$ cat config.mk
export PLATFORM = sky130hd
export DESIGN_NAME = bp_weight_sched
export DESIGN_NICKNAME = d
export VERILOG_FILES = /design/src/rtl/bp_weight_sched.sv
export SDC_FILE = /design/constraint.sdc
export NUM_CORES = 1
export LEC_CHECK = 0
export ABC_AREA = 0
export CAP_MARGIN = 20
export CORE_ASPECT_RATIO = 0.9
export CORE_MARGIN = 3
export CORE_UTILIZATION = 48
export CTS_BUF_LIST = sky130_fd_sc_hd__clkbuf_16
export CTS_CLUSTER_SIZE = 25
export DETAILED_ROUTE_END_ITERATION = 16
export GPL_TIMING_DRIVEN = 1
export PLACE_DENSITY = 0.87
export SLEW_MARGIN = 25
export SYNTH_ARGS = -nofsm -noshare
export SYNTH_HDL_FRONTEND = slang
export SYNTH_SLANG_ARGS = --single-unit
$ cat constraint.sdc
create_clock -name clk_i -period 3.3 [get_ports clk_i]
set_input_delay 0.495 -clock clk_i [delete_from_list [all_inputs] [get_ports clk_i]]
set_output_delay 0.495 -clock clk_i [all_outputs]
set_load 0.01 [all_outputs]
$ cat src/rtl/bp_weight_sched.sv
// bp_weight_sched: walks all output-neuron weights through one shared
// backprop unit over a req/done handshake and keeps the updated weight bank.
// Ports: clk_i/rst_i (async, active low), en_i freeze, init_i/start_i
// control, hidden_i flat hidden values, bp_req_o/bp_done_i/bp_w_i backprop
// handshake, idx_o/hidden_sel_o/w_cur_o current operands, weights_o flat
// bank, busy_o, b_end_o pass-complete pulse, err_o sticky timeout flag.
// Option macro: SKIP_ZERO_HIDDEN_EN skips indices whose hidden value is 0.
module bp_weight_sched #(
  parameter int N_WEIGHTS = 8,
  parameter int W_WIDTH   = 8,
  parameter int H_WIDTH   = 10,
  parameter int TIMEOUT   = 16,
  localparam int IW = (N_WEIGHTS > 1) ? $clog2(N_WEIGHTS) : 1
) (
  input  logic                         clk_i,
  input  logic                         rst_i,
  input  logic                         en_i,
  input  logic                         init_i,
  input  logic                         start_i,
  input  logic [N_WEIGHTS*H_WIDTH-1:0] hidden_i,
  output logic                         bp_req_o,
  input  logic                         bp_done_i,
  input  logic [W_WIDTH-1:0]           bp_w_i,
  output logic [IW-1:0]                idx_o,
  output logic [H_WIDTH-1:0]           hidden_sel_o,
  output logic [W_WIDTH-1:0]           w_cur_o,
  output logic [N_WEIGHTS*W_WIDTH-1:0] weights_o,
  output logic                         busy_o,
  output logic                         b_end_o,
  output logic                         err_o
);

  localparam int TW = (TIMEOUT > 1) ? $clog2(TIMEOUT) : 1;

  localparam logic [1:0] S_IDLE  = 2'd0;
  localparam logic [1:0] S_ISSUE = 2'd1;
  localparam logic [1:0] S_WAIT  = 2'd2;
  localparam logic [1:0] S_DONE  = 2'd3;

  localparam logic [IW-1:0] IDX_LAST = IW'(N_WEIGHTS - 1);
  localparam logic [TW-1:0] T_LAST   = TW'(TIMEOUT - 1);

  logic [1:0]         state_q, state_d;
  logic [IW-1:0]      idx_q, idx_d;
  logic [TW-1:0]      timer_q, timer_d;
  logic               err_q, err_d;
  logic [W_WIDTH-1:0] w_q [N_WEIGHTS];
  logic [W_WIDTH-1:0] w_d [N_WEIGHTS];

  logic [H_WIDTH-1:0] h_sel;
  logic [W_WIDTH-1:0] w_sel;
  logic               last_idx;

  always_comb begin
    h_sel = '0;
    w_sel = '0;
    for (int k = 0; k < N_WEIGHTS; k++) begin
      if (idx_q == IW'(k)) begin
        h_sel = hidden_i[k*H_WIDTH +: H_WIDTH];
        w_sel = w_q[k];
      end
    end
  end

  always_comb begin
    weights_o = '0;
    for (int k = 0; k < N_WEIGHTS; k++) begin
      weights_o[k*W_WIDTH +: W_WIDTH] = w_q[k];
    end
  end

  assign last_idx     = (idx_q == IDX_LAST);
  assign idx_o        = idx_q;
  assign hidden_sel_o = h_sel;
  assign w_cur_o      = w_sel;
  assign busy_o       = (state_q != S_IDLE);
  assign b_end_o      = (state_q == S_DONE);
  assign err_o        = err_q;

`ifdef SKIP_ZERO_HIDDEN_EN
  assign bp_req_o = (state_q == S_WAIT) ||
                    ((state_q == S_ISSUE) && (h_sel != '0));
`else
  assign bp_req_o = (state_q == S_WAIT) || (state_q == S_ISSUE);
`endif

  always_comb begin
    state_d = state_q;
    idx_d   = idx_q;
    timer_d = timer_q;
    err_d   = err_q;
    for (int k = 0; k < N_WEIGHTS; k++) begin
      w_d[k] = w_q[k];
    end
    unique case (state_q)
      S_IDLE: begin
        idx_d = '0;
        if (init_i) begin
          for (int k = 0; k < N_WEIGHTS; k++) begin
            w_d[k] = W_WIDTH'(k + 1);
          end
        end
        if (start_i) begin
          state_d = S_ISSUE;
          err_d   = 1'b0;
        end
      end
      S_ISSUE: begin
        timer_d = '0;
        state_d = S_WAIT;
`ifdef SKIP_ZERO_HIDDEN_EN
        // Zero activation means a zero gradient: skip the round trip.
        if (h_sel == '0) begin
          if (last_idx) begin
            state_d = S_DONE;
          end else begin
            state_d = S_ISSUE;
            idx_d   = idx_q + 1'b1;
          end
        end
`endif
      end
      S_WAIT: begin
        if (bp_done_i || (timer_q == T_LAST)) begin
          // Done takes priority over a coinciding timeout.
          if (bp_done_i) begin
            w_d[idx_q] = bp_w_i;
          end else begin
            err_d = 1'b1;
          end
          if (last_idx) begin
            state_d = S_DONE;
          end else begin
            state_d = S_ISSUE;
            idx_d   = idx_q + 1'b1;
          end
        end else begin
          timer_d = timer_q + 1'b1;
        end
      end
      S_DONE: begin
        state_d = S_IDLE;
        idx_d   = '0;
      end
      default: begin
        state_d = S_IDLE;
        idx_d   = '0;
      end
    endcase
  end

  always_ff @(posedge clk_i or negedge rst_i) begin
    if (!rst_i) begin
      state_q <= S_IDLE;
      idx_q   <= '0;
      timer_q <= '0;
      err_q   <= 1'b0;
      for (int k = 0; k < N_WEIGHTS; k++) begin
        w_q[k] <= '0;
      end
    end else if (en_i) begin
      state_q <= state_d;
      idx_q   <= idx_d;
      timer_q <= timer_d;
      err_q   <= err_d;
      for (int k = 0; k < N_WEIGHTS; k++) begin
        w_q[k] <= w_d[k];
      end
    end
  end

endmodule

# --- Word level (Yosys, flattened, before mapping) ---
# Index checks and enable logic that the tools add are counted.
word_totals:
  register_bits: 74
  out_inout_bits: 89
  in_bits: 94
  elab_cells: 86
op_classes:
  muxes: 36
  n_addsub: 2
  bitwise: 1
  n_lt_le_gt_ge: 2
  reduce_logical: 15
  n_eq_ne: 18
op_table:
  columns: ["op", "n"]
  rows:
  - ["$mux W64", 3]
  - ["$pmux W64 S2", 1]
  - ["$mux W10", 8]
  - ["$mux W8", 9]
  - ["$bwmux W64", 1]
  - ["$demux W8 S3", 1]
  - ["$eq A3 B3 Y1 const B", 4]
  - ["$ne A2 B2 Y1 const B", 6]
  - ["$reduce_and A5 Y1", 2]
  - ["$pmux W2 S4", 1]
  - ["$pmux W4 S2", 1]
  - ["$reduce_bool A2 Y1", 4]
  - ["$eq A3 B2 Y1 const B", 2]
  - ["$mux W2", 3]
  - ["$mux W3", 2]
  - ["$pmux W3 S2", 1]
  - ["$reduce_and A3 Y1", 2]
  - ["$add A4 B1 Y4 const B", 1]
  - ["$eq A2 B2 Y1 const B", 2]
  - ["$eq A4 B4 Y1 const B", 1]
  - ["$ge A4 B4 Y1 const B", 1]
  - ["$lt A4 B1 Y1 const B", 1]
  - ["$mux W4", 1]
  - ["$not A3 Y4", 1]
  - ["12 further kinds", 15]

# --- Depth between registers and ports, before layout ---
depth:
  depth_word: 9
  mapped_depth: 10
  mapped_depth_nobuf: 6

# --- Least setup slack after synthesis ---
# Ideal clock, no wire load.
synth_timing:
  kind: "reg-to-output"
  from: "register idx_q[2] (netlist: idx_o[2])"
  to: "output port hidden_sel_o[0]"
  required_ns: 2.805
  path_stages_with_launch: 11
  path_slack_ns: 0.777
  t_arrival_ns: 2.028
  cell_sequence: "dfrtp_1 > inv_2 > buf_2 > ha_1 > buf_6 > or2_1 > buf_6 > buf_8 > a221oi_2 > o22ai_1 > a21oi_1"
synth_via:
  elab_chain_len: 9
  elab_cells_between_ends: 16
synth_rtl:
  columns: ["item", "line_no", "text"]
  rows:
  - ["start: declaration", "44", "logic [IW-1:0] idx_q, idx_d;"]
  - ["start signal: assignment", "163", "idx_q <= idx_d;"]
  - ["$logic_not A3 Y1", "58", "if (idx_q == IW'(k)) begin"]
  - ["$mux W10 (7 in series)", "58", null]
  - ["$mux W10 *", "58", null]
  - ["end: declaration", "25", "output logic [H_WIDTH-1:0] hidden_sel_o,"]
# Every way passes the cells marked *; elsewhere a longest branch is shown, timed or not.

# --- Worst setup path after layout ---
layout_timing:
  from: "register idx_q[0] (netlist: idx_o[0])"
  to: "output port w_cur_o[7]"
layout_via:
  elab_chain_len: 9
  elab_cells_between_ends: 16
layout_rtl:
  columns: ["item", "line_no", "text"]
  rows:
  - ["$logic_not A3 Y1", "58", null]
  - ["$mux W8 (7 in series)", "58", null]
  - ["$mux W8 *", "58", null]
  - ["end: declaration", "26", "output logic [W_WIDTH-1:0] w_cur_o,"]
# Marked as above.

==> metrics.csv <==
metric;value;unit
drt-vias-per-instance;6.44;
power_leakage;0.00303;uW
post_synth_instance_area;4770;um^2
hold_ws;0.159;ns
timing.critical_path.slowest_stage_cell;sky130_fd_sc_hd__clkdlybuf4s50_1;
io-pin-count;183;
antenna_found_initial;0;
placement.io_buffers;182;
number_of_iterations_in_the_first_detailed_routing_pass;6;
reg_area;1850;um^2
cts.sink_count;74;
cp_max_fo;8;
ys_warn_count;0;
synth_fp_nets;650;
max_slew.worst_pin.slew;0.877;ns
clkTransAtPathRegs;0.06;ns
timing.critical_path.cells;ha_1, ha_1, or2_1, buf_4, a221oi_2, o22ai_1, a21oi_1, clkdlybuf4s50_1;
antenna_cells;0;
rows;33;
critical_path.reg2reg.startpoint;state_q[0];
dr_total_vias;5474;
final_nets;830;
clock_tree_from_tritoncts;yes;
final_antenna_violating_net_count;0;
max-clock-path-buffers;2;
crit-reg2reg-capture;weights_o[7];
synth_top_area_cell;sky130_fd_sc_hd__dfrtp_1;
power-per-cell-area;618;nW/um^2
layout_min_cycle_time;3.28;ns
vias_in_the_first_global_route;5296;
drt-initial-drc-count;739;
hp-class;input port to async pin;
drc;0;
grt_pass1_wl;29.9;mm
die_w;111;um
cap_violations;0;
synth.avg_cell_area;8.77;um^2
synth.area.top_cells;sky130_fd_sc_hd__dfrtp_1 (39%), sky130_fd_sc_hd__o2bb2ai_1 (9.4%), sky130_fd_sc_hd__a21oi_1 (7.7%);
worst_path_dominant_cell_family;buffers and inverters;
fp.dieArea;11200;um^2
post_cts_hold_buffer_count;0;
wire_per_inst;22.7;um
globalRouteTotalUtil;33.8;%
rrSetupSlack;0.62;ns
fin_tns_setup;0;ns
worstSkewPairLatency;0.33;ns
worst-r2r-cell-count;6;
timing.critical_path.arrival;2.78;ns
design_area;7150;um^2
slowest_delay;0.56;ns
core-area;9370;um^2
routed_wl;19.3;mm
dieHeight;101;um
synth-edff-count;0;
layout-drive-gt1-share;9.89;%
cts-buffers-inserted;9;
part_of_the_cycle_the_worst_path_needs;99.3;%
slew_headroom;41.5;%
finalHoldViolations;0;
dpl_cell_area;6720;um^2
buffer_cell_driving_the_clock_tree_root;sky130_fd_sc_hd__clkbuf_16;
ctsHtreeMaxLevel;3;
async_reset_ff_share;100;%
number_of_synthesized_register_bits;74;
synth_sequential_area_ratio;38.8;%
endpoint_kind;primary output;
setup_viol;0;
power.ir.vdd_worst;0.000385;V
setup.worst_path.start_class;flip-flop;
worst_path_most_repeated_cell;sky130_fd_sc_hd__ha_1;
multiInputGateArea;2610;um^2
worst_ep_required_time;2.80;ns
detailedPlacementHpwl;13.4;mm
largest_net_degree_at_the_start_of_global_routing;46;
synthDistinctLibCells;47;
worstSetupPathType;flip-flop to primary output;
global_route.overflow_total;0;
synth_largest_type_area_fraction;38.8;%
finalCoreUtilization;76.3;%
final_max_slew_viol_count;0;
synth-main-ff-cell;sky130_fd_sc_hd__dfrtp_1;
final_gp_congestion;1.02;
syn_inst_count;544;
floorplan.initialDensity;50.9;%
area.growth.synth_to_final;50.0;%
cp_num_buf_inv;2;
layout.filler_cells;659;
fin_skew;0.00523;ns
outcome;complete, no violations;
fmax;0.305;GHz
launch_point_of_the_critical_path;idx_o[0];
[cell families after synthesis]
family,Yosys count,share of synthesized area [%]
compound gates,215,32.2
simple gates,151,16.5
buf+inv,87,8.26
flops,74,38.8
fa+ha+maj,12,3.15
mux,4,0.839
xor+xnor,1,0.184
[per-stage QoR]
step / power [uW] / instances / setup WS, ns
2_1_floorplan: 2270 / 544 / 0.777
3_3_place_gp: 3230 / 832 / 0.243
3_5_place_dp: 3280 / 832 / 0.117
4_1_cts: 4340 / 847 / 0.00247
5_1_grt: 4600 / 850 / -0.0174
6_report: 4420 / 850 / 0.0221
[worst register-to-register path, stage by stage, from the launching register on]
cell and delay [ns]:
sky130_fd_sc_hd__dfrtp_1 0.39, sky130_fd_sc_hd__inv_1 0.12, sky130_fd_sc_hd__ha_1 0.26, sky130_fd_sc_hd__nand2b_1 0.20, sky130_fd_sc_hd__o2111a_1 0.80, sky130_fd_sc_hd__o21ai_1 0.52, sky130_fd_sc_hd__o2bb2ai_1 0.26
[worst max-delay path by stage]
| stage | to | cells after the start | slack, ns |
|---|---|---|---|
| 2_1_floorplan | hidden_sel_o[0] | 10 | 0.78 |
| 3_3_place_gp | hidden_sel_o[3] | 8 | 0.24 |
| 3_5_place_dp | hidden_sel_o[0] | 8 | 0.12 |
| 4_1_cts | hidden_sel_o[9] | 8 | 0.002 |
| 5_1_grt | w_cur_o[7] | 8 | -0.02 |
| 6_report | w_cur_o[7] | 8 | 0.02 |
[layout by cell type, fill, tap and decap left out, drive strengths merged, types with 14 or more instances in the layout]
cell / synthesis / layout
a21oi: 73 / 73
a221oi: 18 / 18
buf: 30 / 29
clkdlybuf4s50: 0 / 164
dfrtp: 74 / 74
inv: 46 / 47
nand2: 62 / 62
nand2b: 21 / 21
nand3b: 19 / 19
nor3: 14 / 14
o21ai: 14 / 14
o22ai: 18 / 18
o2bb2ai: 51 / 51
o31ai: 20 / 20
[power by group]
part	internal, uW	total, uW	switching (uW)
Combinational	999	2160	1160
Clock	654	1040	389
Sequential	1050	1220	170
[cells in the mapped netlist (9+ instances only)]
cell type,n
sky130_fd_sc_hd__dfrtp_1,74
sky130_fd_sc_hd__ha_1,12
sky130_fd_sc_hd__nand3_1,9
sky130_fd_sc_hd__nor3_1,12
sky130_fd_sc_hd__nor2_1,10
sky130_fd_sc_hd__o2bb2ai_1,51
sky130_fd_sc_hd__o21ai_1,10
sky130_fd_sc_hd__o31ai_1,20
sky130_fd_sc_hd__a221oi_2,10
sky130_fd_sc_hd__a21oi_1,73
sky130_fd_sc_hd__nand3b_1,19
sky130_fd_sc_hd__inv_1,44
sky130_fd_sc_hd__nand2b_1,21
sky130_fd_sc_hd__buf_2,20
sky130_fd_sc_hd__a311oi_1,9
sky130_fd_sc_hd__nand2_1,61
sky130_fd_sc_hd__o22ai_1,18
sky130_fd_sc_hd__clkbuf_1,10
[area by class of cell]
cell class / instances / share of cell area [%]
Clock inverter: 6 / 1.17
Clock buffer: 9 / 3.15
Timing Repair Buffer: 210 / 28.8
Sequential cell: 74 / 25.9
Inverter: 46 / 2.41
Tap cell: 122 / 2.13
Multi-Input combinational cell: 383 / 36.5
[flip-flops by register name (all words and copies together), names as in the netlist]
name,cells
idx_o,3
err_o,1
weights_o,64
state_q,2
timer_q,4
[layer usage]
layer  global-route usage, %  routed length, um  vias to the layer above
met1                    44.0               7490                     2569
met5                       0                  0                        -
met3                    6.96               2190                       91
li1                        -                  -                     2367
met4                    13.8                915                        0
met2                    55.6               8700                      447
[timing repair]
item	CTS	global route
buffers inserted	0	3
setup endpoints to repair	18	9
pin swaps	1	1
cloned	0	0
gates resized for setup	21	14
Power figures use the tool's default switching activity.
